--- config.mk ---
export PLATFORM = sky130hd
export DESIGN_NAME = shifter_arbiter
export DESIGN_NICKNAME = d
export VERILOG_FILES = /design/src/rtl/shifter_arbiter.sv
export SDC_FILE = /design/constraint.sdc
export NUM_CORES = 1
export LEC_CHECK = 0
export BUFFER_PORTS_ARGS = -buffer_cell sky130_fd_sc_hd__buf_4
export CAP_MARGIN = 0
export CORE_MARGIN = 1.5
export CORE_UTILIZATION = 50
export DETAILED_ROUTE_END_ITERATION = 8
export GPL_TIMING_DRIVEN = 1
export HOLD_SLACK_MARGIN = 0.06
export PLACE_DENSITY = 0.75
export SETUP_SLACK_MARGIN = 0.05
export SLEW_MARGIN = 40
export SYNTH_ARGS = -nofsm -noshare
export SYNTH_HDL_FRONTEND = slang
export SYNTH_SLANG_ARGS = --single-unit
--- constraint.sdc ---
create_clock -name clk -period 4.4 [get_ports clk]
set_clock_uncertainty 0.2 [all_clocks]
set_input_delay 0.88 -clock clk [delete_from_list [all_inputs] [get_ports clk]]
set_output_delay 0.88 -clock clk [all_outputs]
set_load 0.005 [all_outputs]
--- src/rtl/shifter_arbiter.sv ---
// Shares one combinational shifter between two requesters with round-robin
// arbitration. Only one operation is in flight at a time. The result is
// registered and held until the owning requester accepts it.
module shifter_arbiter #(
    parameter int DATA_WIDTH  = 32,
    parameter int RR_INIT_PRI = 0
) (
    input  logic                  clk,
    input  logic                  rst_n,
    input  logic [1:0]            req_valid,
    output logic [1:0]            req_ready,
    input  logic [DATA_WIDTH-1:0] req_a0,
    input  logic [DATA_WIDTH-1:0] req_a1,
    input  logic [DATA_WIDTH-1:0] req_b0,
    input  logic [DATA_WIDTH-1:0] req_b1,
    input  logic [1:0]            req_op0,
    input  logic [1:0]            req_op1,
    output logic [1:0]            resp_valid,
    input  logic [1:0]            resp_ready,
    output logic [DATA_WIDTH-1:0] resp_result
);

    typedef enum logic {
        IDLE = 1'b0,
        RESP = 1'b1
    } state_t;

    // Seeding last_grant with the opposite port makes RR_INIT_PRI win the first tie.
    localparam logic INIT_LAST = (RR_INIT_PRI == 0) ? 1'b1 : 1'b0;

    state_t                r_state;
    state_t                w_nextState;
    logic                  r_owner;
    logic                  r_lastGrant;
    logic [DATA_WIDTH-1:0] r_result;

    logic                  w_grantValid;
    logic                  w_grant;
    logic                  w_canAccept;
    logic                  w_accept;
    logic [DATA_WIDTH-1:0] w_selA;
    logic [DATA_WIDTH-1:0] w_selB;
    logic [1:0]            w_selOp;
    logic [DATA_WIDTH-1:0] w_shiftOut;
    logic                  w_unused;

    // Only the low five bits of operand B form the shift amount.
    assign w_unused = ^{req_b0[DATA_WIDTH-1:5], req_b1[DATA_WIDTH-1:5]};

    // The shared shifter: SLL/SRL zero-fill, SRA sign-fills, reserved op yields zero.
    function automatic logic [DATA_WIDTH-1:0] doShift(
        input logic [DATA_WIDTH-1:0] a,
        input logic [4:0]            amt,
        input logic [1:0]            op
    );
        logic [DATA_WIDTH-1:0] res;
        case (op)
            2'b00:   res = a << amt;
            2'b10:   res = a >> amt;
            2'b11:   res = $signed(a) >>> amt;
            default: res = '0;
        endcase
        return res;
    endfunction

    // A new op may be taken when nothing is held, or when the held result leaves this cycle.
    assign w_canAccept = (r_state == IDLE) || (resp_ready[r_owner]);
    assign w_accept    = w_grantValid && w_canAccept;

    // Round-robin pick: a lone requester wins; on a tie the port not served last wins.
    always_comb begin
        w_grantValid = 1'b0;
        w_grant      = 1'b0;
        case (req_valid)
            2'b01: begin
                w_grantValid = 1'b1;
                w_grant      = 1'b0;
            end
            2'b10: begin
                w_grantValid = 1'b1;
                w_grant      = 1'b1;
            end
            2'b11: begin
                w_grantValid = 1'b1;
                w_grant      = ~r_lastGrant;
            end
            default: begin
                w_grantValid = 1'b0;
                w_grant      = 1'b0;
            end
        endcase
    end

    // Ready is raised only toward the granted port, and only when the slot is free.
    always_comb begin
        req_ready = 2'b00;
        if (w_accept) begin
            req_ready[w_grant] = 1'b1;
        end
    end

    // Steer the granted port's operands into the shifter.
    always_comb begin
        w_selA  = w_grant ? req_a1  : req_a0;
        w_selB  = w_grant ? req_b1  : req_b0;
        w_selOp = w_grant ? req_op1 : req_op0;
        w_shiftOut = doShift(w_selA, w_selB[4:0], w_selOp);
    end

    // Next state: an accept always lands in RESP; a drained result with no new op goes idle.
    always_comb begin
        w_nextState = r_state;
        if (w_accept) begin
            w_nextState = RESP;
        end else if ((r_state == RESP) && resp_ready[r_owner]) begin
            w_nextState = IDLE;
        end
    end

    // State register plus held result, owner and round-robin history.
    always_ff @(posedge clk) begin
        if (!rst_n) begin
            r_state     <= IDLE;
            r_owner     <= 1'b0;
            r_lastGrant <= INIT_LAST;
            r_result    <= '0;
        end else begin
            r_state <= w_nextState;
            if (w_accept) begin
                r_result    <= w_shiftOut;
                r_owner     <= w_grant;
                r_lastGrant <= w_grant;
            end
        end
    end

    assign resp_valid  = (r_state == RESP) ? (r_owner ? 2'b10 : 2'b01) : 2'b00;
    assign resp_result = r_result;

endmodule

==> results.py <==
metrics = {
    "sta": {
        "finalSetupTns_ns": 0,
        "fin_crit_sh_pct": 82.1,
        "fin_ws_ns": 0.786,
        "tightest_slew_ns": 0.853,
        "relSlewSlack_pct": 41.6,
        "hold_viol": 0,
        "period_needed_ns": 3.61,
        "drv_slew": 0,
        "max_freq_mhz": 277,
        "setup_viol": 0,
        "grt_setup_unrepaired": "no",
    },
    "route": {
        "wl_per_cell_um": 24.1,
        "final_antenna_net_count": 0,
        "viasPerCell": 6.89,
        "drt_iter0_markers": 1239,
        "drc_errors": 0,
        "first_pass_iters": 6,
        "wl_mm": 29.5,
        "vias": 8428,
    },
    "critical_path": {
        "cp.buffers_inverters": 1,
        "crit_top_cell": "mux2i_1",
        "slowest_stage": "mux4_2",
        "reg2reg_from": "r_lastGrant",
        "crit_start": "req_b0[0]",
        "cp_top_family": "compound AO/OA/AOI/OAI gates",
        "cp_max_fo": 36,
        "worstSetupStartpointType": "input pin",
        "cp.required_ns": 4.38,
        "path_cells": "buf_4, mux4_2, mux2i_1, mux2i_1, a221oi_1, nor2_1, o21ai_1, o2111ai_1, a22o_1",
        "critPathMaxStageDelay_ns": 0.57,
        "path_class": "input pin to register",
        "crit_path_end_kind": "register",
        "worstPathArrival_ns": 3.59,
    },
    "clock_network": {
        "cts.htree.levels": 2,
        "clk_latency_ns": 0.29,
        "cts_buffers": 5,
        "cts.sinks": 35,
        "post_cts_buffers": 0,
        "cts_hold_buf": 0,
        "cts_tree": "built",
        "clk_pin_slew_ns": 0.05,
        "clockBufferDepth": 2,
        "cts_root_buf": "clkbuf_16",
        "post_cts_resized": 0,
    },
    "synthesis": {
        "synth_top_area_cell": "mux2i_1",
        "async_flop_share_pct": 0,
        "syn_inst": 956,
        "yosys.cell_count.top_type": "mux2i_1",
        "synth-edff-count": 0,
        "synth.avg_cell_area_um2": 7.72,
        "yosys-top-cells-count": "mux2i_1 (153), nand2_1 (132), nor2_1 (76), o21ai_0 (65), a21oi_1 (62)",
        "yosysSeqAreaShare_pct": 9.50,
        "synth_area_mm2": 0.00738,
        "yosysUniqueCellTypes": 69,
        "ys_ff_latch": 35,
        "yosysWarnings": 0,
        "synth_top_area_share_pct": 20.8,
        "synthFlopType": "dfxtp_1",
        "synth.area.top_cells": "mux2i_1 (21%), mux4_2 (10%), dfxtp_1 (9.5%)",
        "syn-num-nets": 1094,
    },
    "cells_and_area": {
        "final_layout_size_suffix_gt1_share_pct": 26.0,
        "diodes": 0,
        "final_cells": 1223,
        "layout.nets": 1176,
        "syn2layout_area_growth_pct": 16.2,
        "design_area_mm2": 0.00857,
    },
    "hold_path": {
        "hp-start": "resp_result[11]",
        "hold_path.class": "register to register",
    },
    "outcome": {
        "status": "complete, no violations",
    },
    "pwr": {
        "p_int_w": 0.00105,
        "switching_power_w": 0.000897,
        "ir_drop_uv": 131,
        "power_frac_comb_pct": 63.6,
        "swShare_pct": 46.2,
        "seqPwrFrac_pct": 18.8,
        "power_density_mw_per_mm2": 227,
        "static-leakage-power_nw": 3.65,
        "pwr-share-clk_pct": 17.6,
    },
    "floorplan": {
        "rows": 44,
        "die_area_mm2": 0.0155,
        "start_util_pct": 51.0,
        "io_pins": 174,
        "chipHeight_um": 124,
        "die_w_um": 124,
        "coreArea_mm2": 0.0145,
    },
    "global_routing": {
        "antenna_found_initial": 0,
        "grt_overflow": 0,
        "grt_pass1_wl_mm": 45.2,
        "track_usage_pct": 37.1,
        "grt_max_degree": 53,
        "grt_pass1_vias": 7846,
    },
    "placed_design": {
        "gp_congestion": 1.03,
        "hpwlAfterDp_mm": 23.1,
        "port-buffer-count": 119,
        "dp_cells": 1215,
        "preCtsSetupSlack_ns": 0.565,
        "place_area_mm2": 0.00843,
    },
    "run": {
        "maxCapViolCount": 0,
    },
}
## power by group through the flow
| stage | clock, W | sequential [W] | combinational [W] |
|---|---|---|---|
| after floorplan | 0 | 0.000368 | 0.000766 |
| after global placement | 0 | 0.000371 | 0.00119 |
| after detailed placement | 0 | 0.000372 | 0.00119 |
| after CTS | 0.000346 | 0.000365 | 0.00120 |
| after global routing | 0.000362 | 0.000369 | 0.00131 |
| final | 0.000343 | 0.000365 | 0.00123 |
## kinds of logic after synthesis
logic type / share of synthesized area (%)
simple gates: 19.0
compound gates: 25.6
mux: 38.6
buf+inv: 7.24
flops: 9.50
## flip-flops by register name (all words and copies together) (netlist names)
register     flops
r_owner          1
r_state          1
r_lastGrant      1
resp_result     32
## path summary, 6_finish.rpt
| kind | to | slack (ns) | cells past startpoint |
|---|---|---|---|
| setup / recovery | resp_result[28] | 0.79 | 9 |
| hold / removal | resp_result[11] | 0.27 | 2 |
| setup reg to reg | resp_result[28] | 1.15 | 9 |
| hold reg to reg | resp_result[11] | 0.27 | 2 |
## worst reg2reg max path, stage by stage (launching register included)
cell and delay [ns]:
dfxtp_1 0.39, a21bo_2 0.43, buf_12 0.32, nand2_1 0.13, a2111oi_0 0.79, a221oi_1 0.33
nor2_1 0.15, o21ai_1 0.08, o2111ai_1 0.20, a22o_1 0.18
## layer usage
| layer | vias to the layer above | global-route usage, % | part of all wire [%] |
|---|---|---|---|
| met3 | 106 | 9.49 | 10 |
| met1 | 3969 | 47.9 | 40 |
| li1 | 3821 | - | - |
| met5 | - | 0 | 0 |
| met2 | 532 | 57.5 | 45 |
| met4 | 0 | 18.1 | 5.7 |
## cells in the final DEF (no fill, tap or decap), drive strengths merged, types with 5 or more instances in the layout
master | netlist | layout
nor2b | 9 | 9
mux2 | 43 | 43
o211ai | 18 | 18
o21ai | 67 | 67
o221ai | 6 | 6
a22oi | 7 | 7
nor2 | 83 | 83
a221o | 6 | 6
a221oi | 7 | 7
nand3 | 32 | 32
nand2 | 132 | 132
dfxtp | 35 | 35
a31oi | 14 | 14
mux2i | 157 | 157
buf | 70 | 163
and2 | 13 | 13
a211o | 5 | 5
a21o | 6 | 6
a211oi | 25 | 25
nand2b | 6 | 6
nor3 | 18 | 18
clkbuf | 18 | 7
o31ai | 7 | 7
a21oi | 63 | 63
mux4 | 33 | 33
## layout make-up
cell class,instances,area [µm²]
clock buffers,7,133
clock inverters,1,5.00
fillers,1394,5910
inverters,4,15.0
multi-input cells,829,6200
flip-flops and latches,35,701
well taps,184,230
repair buffers,163,1290
## through the flow
step	hold slack, ns	total power (W)	util (%)
2_1_floorplan	0.249	0.00113	-
3_3_place_gp	0.254	0.00156	58.2
3_5_place_dp	0.262	0.00157	58.2
4_1_cts	0.274	0.00191	59.2
5_1_grt	0.306	0.00204	59.2
6_report	0.269	0.00194	59.2
Power figures use the tool's default switching activity.
